$ cat config.mk
export PLATFORM = sky130hd
export DESIGN_NAME = div_iter
export DESIGN_NICKNAME = d
export VERILOG_FILES = /design/src/rtl/div_iter_pkg.sv /design/src/rtl/div_step.sv /design/src/rtl/div_iter.sv
export SDC_FILE = /design/constraint.sdc
export NUM_CORES = 1
export LEC_CHECK = 0
export BUFFER_PORTS_ARGS = -buffer_cell sky130_fd_sc_hd__buf_4
export CAP_MARGIN = 20
export CORE_ASPECT_RATIO = 0.8
export CORE_UTILIZATION = 45
export CTS_CLUSTER_DIAMETER = 100
export DETAILED_ROUTE_END_ITERATION = 6
export SKIP_LAST_GASP = 1
export SLEW_MARGIN = 20
export SYNTH_ARGS = -nofsm -noshare
export SYNTH_HDL_FRONTEND = slang
export SYNTH_HIERARCHICAL = 1
export SYNTH_SLANG_ARGS = --single-unit
$ cat constraint.sdc
create_clock -name clk -period 5.9 [get_ports clk]
set_input_delay 1.18 -clock clk [delete_from_list [all_inputs] [get_ports clk]]
set_output_delay 1.18 -clock clk [all_outputs]
set_load 0.03 [all_outputs]
$ cat src/rtl/div_iter_pkg.sv
// Shared MDU definitions: divider FSM states and the M-extension divide funct3 codes.
package div_iter_pkg;

  typedef enum logic [1:0] {
    IDLE = 2'd0,
    BUSY = 2'd1,
    DONE = 2'd2
  } div_state_e;

  localparam logic [2:0] F3_DIV  = 3'b100;
  localparam logic [2:0] F3_DIVU = 3'b101;
  localparam logic [2:0] F3_REM  = 3'b110;
  localparam logic [2:0] F3_REMU = 3'b111;

  // All four divide encodings share funct3[2]=1; bit 1 selects remainder, bit 0 unsigned.
  function automatic logic is_div_op(input logic [2:0] f3);
    return f3[2];
  endfunction

endpackage

$ cat src/rtl/div_step.sv
// One restoring-division step: shift in a dividend bit, trial-subtract the divisor.
module div_step #(
  parameter int XLEN = 32
) (
  input  logic [XLEN:0]   rem_in,
  input  logic            dbit,
  input  logic [XLEN-1:0] divisor,
  output logic [XLEN:0]   rem_out,
  output logic            qbit
);

  logic [XLEN+1:0] shifted;
  logic [XLEN:0]   diff;

  assign shifted = {rem_in, dbit};
  assign qbit    = (shifted >= {2'b00, divisor});
  // When the subtraction is kept the difference is below the divisor, so XLEN+1 bits suffice.
  assign diff    = shifted[XLEN:0] - {1'b0, divisor};
  assign rem_out = qbit ? diff : shifted[XLEN:0];

endmodule

$ cat src/rtl/div_iter.sv
// Iterative radix-2 restoring divider for DIV/DIVU/REM/REMU, one quotient bit per cycle.
import div_iter_pkg::*;

module div_iter #(
  parameter int XLEN = 32
) (
  input  logic            clk,
  input  logic            reset,
  input  logic [XLEN-1:0] ForwardedSrcAE,
  input  logic [XLEN-1:0] ForwardedSrcBE,
  input  logic [2:0]      Funct3E,
  input  logic            DivStartE,
  input  logic            FlushE,
  output logic            DivBusyE,
  output logic            DivDoneM,
  output logic [XLEN-1:0] ResultM
);

  localparam int CW = $clog2(XLEN);
  localparam logic [XLEN-1:0] MOST_NEG = {1'b1, {(XLEN-1){1'b0}}};

  div_state_e      state_reg;
  logic [XLEN-1:0] a_reg;      // dividend bits shift out the top, quotient bits shift in the bottom
  logic [XLEN-1:0] b_reg;
  logic [XLEN:0]   rem_reg;
  logic [CW-1:0]   cnt_reg;
  logic            negq_reg;
  logic            negr_reg;
  logic            isrem_reg;
  logic            busy_reg;
  logic            done_reg;
  logic [XLEN-1:0] result_reg;

  logic            op_signed;
  logic            op_valid;
  logic            div_zero;
  logic            overflow;
  logic [XLEN-1:0] abs_a;
  logic [XLEN-1:0] abs_b;
  logic [XLEN-1:0] fast_res;
  logic [XLEN:0]   step_rem;
  logic            step_q;
  logic [XLEN-1:0] q_final;
  logic [XLEN-1:0] r_final;
  logic [XLEN-1:0] final_res;

  assign op_signed = ~Funct3E[0];
  assign op_valid  = is_div_op(Funct3E);
  assign div_zero  = (ForwardedSrcBE == '0);
  assign overflow  = op_signed && (ForwardedSrcAE == MOST_NEG) && (ForwardedSrcBE == '1);

  assign abs_a = (op_signed && ForwardedSrcAE[XLEN-1]) ? -ForwardedSrcAE : ForwardedSrcAE;
  assign abs_b = (op_signed && ForwardedSrcBE[XLEN-1]) ? -ForwardedSrcBE : ForwardedSrcBE;

  // Divide-by-zero wins over overflow; both results bypass sign fix-up.
  always_comb begin
    fast_res = '0;
    if (div_zero) begin
      fast_res = Funct3E[1] ? ForwardedSrcAE : '1;
    end else begin
      fast_res = Funct3E[1] ? '0 : ForwardedSrcAE;
    end
  end

  div_step #(.XLEN(XLEN)) u_step (
    .rem_in  (rem_reg),
    .dbit    (a_reg[XLEN-1]),
    .divisor (b_reg),
    .rem_out (step_rem),
    .qbit    (step_q)
  );

  assign q_final   = {a_reg[XLEN-2:0], step_q};
  assign r_final   = step_rem[XLEN-1:0];
  assign final_res = isrem_reg ? (negr_reg ? -r_final : r_final)
                               : (negq_reg ? -q_final : q_final);

  always_ff @(posedge clk or negedge reset) begin
    if (!reset) begin
      state_reg  <= IDLE;
      a_reg      <= '0;
      b_reg      <= '0;
      rem_reg    <= '0;
      cnt_reg    <= '0;
      negq_reg   <= 1'b0;
      negr_reg   <= 1'b0;
      isrem_reg  <= 1'b0;
      busy_reg   <= 1'b0;
      done_reg   <= 1'b0;
      result_reg <= '0;
    end else if (FlushE) begin
      state_reg <= IDLE;
      busy_reg  <= 1'b0;
      done_reg  <= 1'b0;
    end else begin
      case (state_reg)
        IDLE: begin
          done_reg <= 1'b0;
          if (DivStartE && op_valid) begin
            a_reg     <= abs_a;
            b_reg     <= abs_b;
            rem_reg   <= '0;
            cnt_reg   <= CW'(XLEN - 1);
            negq_reg  <= op_signed & (ForwardedSrcAE[XLEN-1] ^ ForwardedSrcBE[XLEN-1]);
            negr_reg  <= op_signed & ForwardedSrcAE[XLEN-1];
            isrem_reg <= Funct3E[1];
            busy_reg  <= 1'b1;
            if (div_zero || overflow) begin
              state_reg  <= DONE;
              done_reg   <= 1'b1;
              result_reg <= fast_res;
            end else begin
              state_reg <= BUSY;
            end
          end
        end
        BUSY: begin
          a_reg   <= q_final;
          rem_reg <= step_rem;
          if (cnt_reg == '0) begin
            state_reg  <= DONE;
            done_reg   <= 1'b1;
            result_reg <= final_res;
          end else begin
            cnt_reg <= cnt_reg - 1'b1;
          end
        end
        DONE: begin
          state_reg <= IDLE;
          busy_reg  <= 1'b0;
          done_reg  <= 1'b0;
        end
        default: begin
          state_reg <= IDLE;
          busy_reg  <= 1'b0;
          done_reg  <= 1'b0;
        end
      endcase
    end
  end

  assign DivBusyE = busy_reg;
  assign DivDoneM = done_reg;
  assign ResultM  = result_reg;

endmodule

* After elaboration in Yosys (flattened, before gate mapping)
Cells that the tools add are included.
Word-level totals: flip-flop bits (word level) 141, latch bits 0, memory bits (writable) 0, memory bits (read-only) 0, output and inout port bits 34, word-level logic and storage cells 82, memories kept 0
Cells by class: $add $sub $neg 6, multiply operators 0, div/mod/pow operators 0, magnitude comparators 1, eq/ne operators 10, shift-type cells 0, muxes and demuxes 33, bitwise logic cells 5, reductions and logical operators 16
Operators with widths (count):
- 2-to-1 mux 32 bit | 12
- negator 32 bit | 4
- case mux 32 bit (2 select lines) | 2
- 2-to-1 mux 33 bit | 2
- case mux 33 bit (2 select lines) | 1
- equality test 32 bit (second input constant) | 2
- greater-or-equal comparator 34 x 32 -> 1 bit | 1
- subtractor 33 x 32 -> 33 bit | 1
- zero test 32 bit | 1
- 2-to-1 mux 5 bit | 2
- inequality test 2 bit (second input constant) | 5
- case mux 5 bit (2 select lines) | 1
- 2-to-1 mux 2 bit | 4
- 2-to-1 mux 1 bit | 6
- inequality test 3 bit (second input constant) | 2
- AND reduction 3 bit | 2
- logical AND 1 bit | 5
- zero test 5 bit | 1
- AND reduction 5 bit | 1
- subtractor 5 x 1 -> 5 bit (second input constant) | 1
- case mux 1 bit (2 select lines) | 2
- case mux 2 bit (2 select lines) | 1
- AND reduction 2 bit | 2
- AND reduction 4 bit | 1
- 7 further kinds | 9

* Longest topological paths before layout
depth in word-level cells 8, mapped depth 24, depth with buffers taken out 21

* Modules after synthesis
Netlist, hierarchy kept.
By module, submodules not included:
- div_iter | instances 1, cells each 1109, area each 9409.0 µm², sequential area each 3528.4 µm²
- div_step | instances 1, cells each 346, area each 2190.9 µm², sequential area each 0.0 µm²

* Worst setup path after synthesis
Ideal clock, no wire load.
path type reg2reg, start register a_reg[31], end register result_reg[20], in the netlist ResultM[20], setup time 0.126 ns, arrival 4.625 ns, data required time 5.774 ns, slack 1.149 ns, stages on the path, launching flop included 24, buffers on the path 3, cells stage by stage dfrtp_1 -> inv_1 -> ha_1 -> inv_1 -> fa_1 -> a211oi_2 -> o211a_1 -> o211ai_1 -> and2_1 -> a31oi_2 -> a31oi_4 -> buf_2 -> nor2_1 -> a21oi_1 -> inv_1 -> ha_1 -> or4b_1 -> buf_2 -> or4b_1 -> buf_2 -> o31ai_4 -> xor2_1 -> mux2i_1 -> a221o_1
Between the ends: longest elaborated chain between the ends 7, elaborated cells on any way between the ends 10, classes of those cells add/sub (3); order compare (1); mux (6)
RTL lines:
- from (decl) | line div_iter.sv:23 | logic [XLEN-1:0] a_reg;
- from (signal assigned) | line div_iter.sv:100 | a_reg <= abs_a;
- from (signal assigned) | line div_iter.sv:118 | a_reg <= q_final;
- subtractor 33 x 32 -> 33 bit or greater-or-equal comparator 34 x 32 -> 1 bit (tied branches) | line div_step.sv:18, div_step.sv:16
- 2-to-1 mux 33 bit * | line div_step.sv:19 | assign rem_out = qbit ? diff : shifted[XLEN:0];
- via step_rem[0] | line div_iter.sv:41 | logic [XLEN:0] step_rem;
- negator 32 bit * | line div_iter.sv:75 | assign final_res = isrem_reg ? (negr_reg ? -r_final : r_final)
- 2-to-1 mux 32 bit * (2 in a row) | line div_iter.sv:75
- 2-to-1 mux 32 bit * | line div_iter.sv:120 | if (cnt_reg == '0) begin
- case mux 32 bit (2 select lines) * | line div_iter.sv:96 | case (state_reg)
- to (signal assigned) | line div_iter.sv:111 | result_reg <= fast_res;
- to (signal assigned) | line div_iter.sv:123 | result_reg <= final_res;
- to (decl) | line div_iter.sv:32 | logic [XLEN-1:0] result_reg;
Mark *: on every way through the listed nets, which the timed path passes. The rest lies on a longest branch. The select of a mux whose other input is x is not followed. A chain may end at the register's enable or synchronous reset.

* Worst setup path in the final report
start register a_reg[31], end register result_reg[28], in the netlist ResultM[28]
Between the ends: longest elaborated chain between the ends 7, elaborated cells on any way between the ends 10, classes of those cells add/sub (3); order compare (1); mux (6)
RTL lines:
- greater-or-equal comparator 34 x 32 -> 1 bit | line div_step.sv:16 | assign qbit = (shifted >= {2'b00, divisor});
- via step_q | line div_iter.sv:42 | logic step_q;
- 2-to-1 mux 33 bit | line div_step.sv:19
- via step_rem[1] | line div_iter.sv:41
- negator 32 bit | line div_iter.sv:75
- 2-to-1 mux 32 bit (2 in a row) | line div_iter.sv:75
- 2-to-1 mux 32 bit | line div_iter.sv:120
- case mux 32 bit (2 select lines) | line div_iter.sv:96
The timed path passes the listed nets, and every way through them passes these cells. The select of a mux whose other input is x is not followed.

==> results.ini <==
[die]
dieArea_um2=26400
die_w_um=182
coreArea_um2=25300
start_util=0.458
rows=52
die_h_um=146
ios=105

[logic_synthesis]
syn-num-nets=1566
async_reset_ff_frac=1.00
synthTopCellsByCount=nand2_1 (218), o21ai_0 (153), dfrtp_1 (141)
synth_area_leader_cell=dfrtp_1
yosysWarningCount=6
synth_edf_count=0
synth.cell_area_um2=11600
synth_most_common_cell=nand2_1
ys_seq_area_frac=0.304
synth-seq-cells=141
synth_top_area_frac=0.304
syn-instance-count=1455
ys_types=85
synthTopCellsByArea=dfrtp_1 (30%), nand2_1 (7.1%), xnor2_1 (6.6%)
avgSynthCellArea_um2=7.97
synth_flop_cell=dfrtp_1

[route]
routedWlPerCell_um=20.3
drt_pre_antenna_iters=5
drtIter0Drc=1232
vias_per_cell=6.04
vias=11200
ant_nets=0
wl_um=37600
drc=0

[worst_setup_path]
crit_required_ns=6.26
ff2ff_setup_slack_ns=0.46
reg2reg_depth=21
cp-end-kind=flop
cp.arrival_ns=5.81
crit_type=flop to flop
crit_start=a_reg[31]
timing.rr.start=a_reg[31]
crit_end=ResultM[28]
r2r-end=ResultM[28]
worstPathMaxFanout=16
start_kind=flop

[job]
drv_cap=0

[pwr]
power_frac_seq=0.293
p_int_mw=3.18
switching_share=0.460
combinationalPowerShare=0.502
fin_total_pwr_mw=5.89
leakagePower_nw=5.75
p_per_area_nw_per_um2=440
power.switching_mw=2.71
peakVddDrop_mv=0.245
clkPwrFrac=0.205

[place]
port_buffers=104
place_ws_ns=0.384
place_congestion=0.916
dpl_cell_area_um2=12600
dp_hpwl_um=27500

[clock_network]
post-cts-setup-buffers=0
cts_tree=yes
clockBufferDepth=2
cts_sinks=141
clkSlewWorstSetupHoldPaths_ns=0.07
cts_buffers=17
htreeDepth=4
cts_resized=0
cts_hold_buf=0
clkLatencyLatePin_ns=0.44
cts-root-buf=clkbuf_16

[timing]
rsz0062_at_grt=no
timing.final.ws_setup_ns=0.459
drv_slew=0
clock.fmax_mhz=184
setup_tns_ns=0
skew_ns=0.0145
timing.slew.headroom=0.289
min_period_ns=5.44
finalSetupViolCount=0
timing.final.crit_share=0.922
finalHoldViolCount=0
worst_pin_slew_ns=1.07

[grt]
grt_max_degree=112
grt_pass1_vias=10300
grt_usage=0.290
antenna_found_initial=1
grt_pass1_wl_um=59800
globalRouteOverflowTotal=0

[final_layout]
largest_reg_flops=33
fin_util=0.528
fin_area_um2=13400
layout-drive-gt1-share=0.146
antenna_cells=0
area_growth_pct=15.3
nets=1626

[min_path]
hold_class=flop to flop

[status]
status=finished, final reports clean

## metrics by stage
step                hold slack, ns  std cells
detailed placement           0.476       1817
floorplan                    0.439       1455
global placement             0.463       1817
global route                 0.521       1852
CTS                          0.489       1849
finish                       0.481       1852
## cell type report
type,instances,area [um2]
Tap cell,324,405
Sequential cell,141,3530
Clock inverter,13,189
Timing Repair Buffer,132,1070
Inverter,60,230
Multi-Input combinational cell,1163,7500
Fill cell,2412,11900
Clock buffer,19,453
## how the worst min path moves through the flow
stage / from / endpoint / slack (ns) / cells after the start
finish: b_reg[5] / b_reg[5] / 0.48 / 2
global route: b_reg[11] / b_reg[11] / 0.52 / 2
CTS: b_reg[5] / b_reg[5] / 0.49 / 2
detailed placement: b_reg[5] / b_reg[5] / 0.48 / 2
global placement: b_reg[2] / b_reg[2] / 0.46 / 2
floorplan: b_reg[31] / b_reg[31] / 0.44 / 2
## power by group through the flow
stage / clock, mW / combinational (mW) / sequential, mW
3_3_place_gp: 0 / 2.86 / 1.72
5_1_grt: 1.26 / 3.26 / 1.77
3_5_place_dp: 0 / 2.87 / 1.73
2_1_floorplan: 0 / 2.02 / 1.70
4_1_cts: 1.22 / 2.89 / 1.72
6_report: 1.21 / 2.95 / 1.73
## cell usage in the layout (no fill, tap or decap), types with 7 or more instances in the layout
cell,n
buf_4,127
nand2_1,217
xor2_1,54
nand2b_1,9
or2_2,9
a31oi_1,12
inv_1,58
o211ai_1,32
nand4_1,16
dfrtp_1,140
a21o_1,10
nor2_1,97
ha_1,39
or3_1,20
mux2_2,16
a221o_1,7
clkbuf_16,17
o31ai_1,33
nand3_1,20
mux2i_1,27
o41ai_1,32
o21ai_0,153
nor2b_1,8
a21oi_1,89
nor4_1,16
o21ai_1,11
or4_1,13
xnor2_1,88
nor3_1,25
## worst max-delay path, stage by stage, from the launching register on
cell and delay (ns):
dfrtp_1 0.36, inv_1 0.05, ha_1 0.20, inv_1 0.08, fa_1 0.27, a211oi_2 0.11
o211a_1 0.27, o211ai_1 0.18, and2_1 0.20, a31oi_2 0.17, a31oi_4 0.52, inv_2 0.26
nand2_1 0.12, nand2_1 0.08, inv_1 0.10, ha_1 0.19, or4b_1 0.56, or4b_1 0.76
o41ai_1 0.37, mux2i_1 0.24, o21ai_1 0.08, a2bb2oi_1 0.17
## layer usage
metal / global-route usage / vias to the layer above / wire, um
met5: 0 / - / 0
met4: 0.0703 / 0 / 537
met3: 0.0448 / 40 / 2690
met2: 0.402 / 439 / 15300
met1: 0.461 / 5361 / 19000
li1: - / 5354 / -
## cells by family (layout without fill, tap and decap cells)
family | Yosys count | in the layout | share of synthesized area
compound gates | 443 | 443 | 0.249
xor+xnor | 142 | 142 | 0.107
fa+ha+maj | 40 | 40 | 0.0438
buf+inv | 151 | 224 | 0.0527
flops | 141 | 141 | 0.304
mux | 44 | 44 | 0.0398
simple gates | 494 | 494 | 0.203
Note: power is estimated with default switching activity, not from simulation.
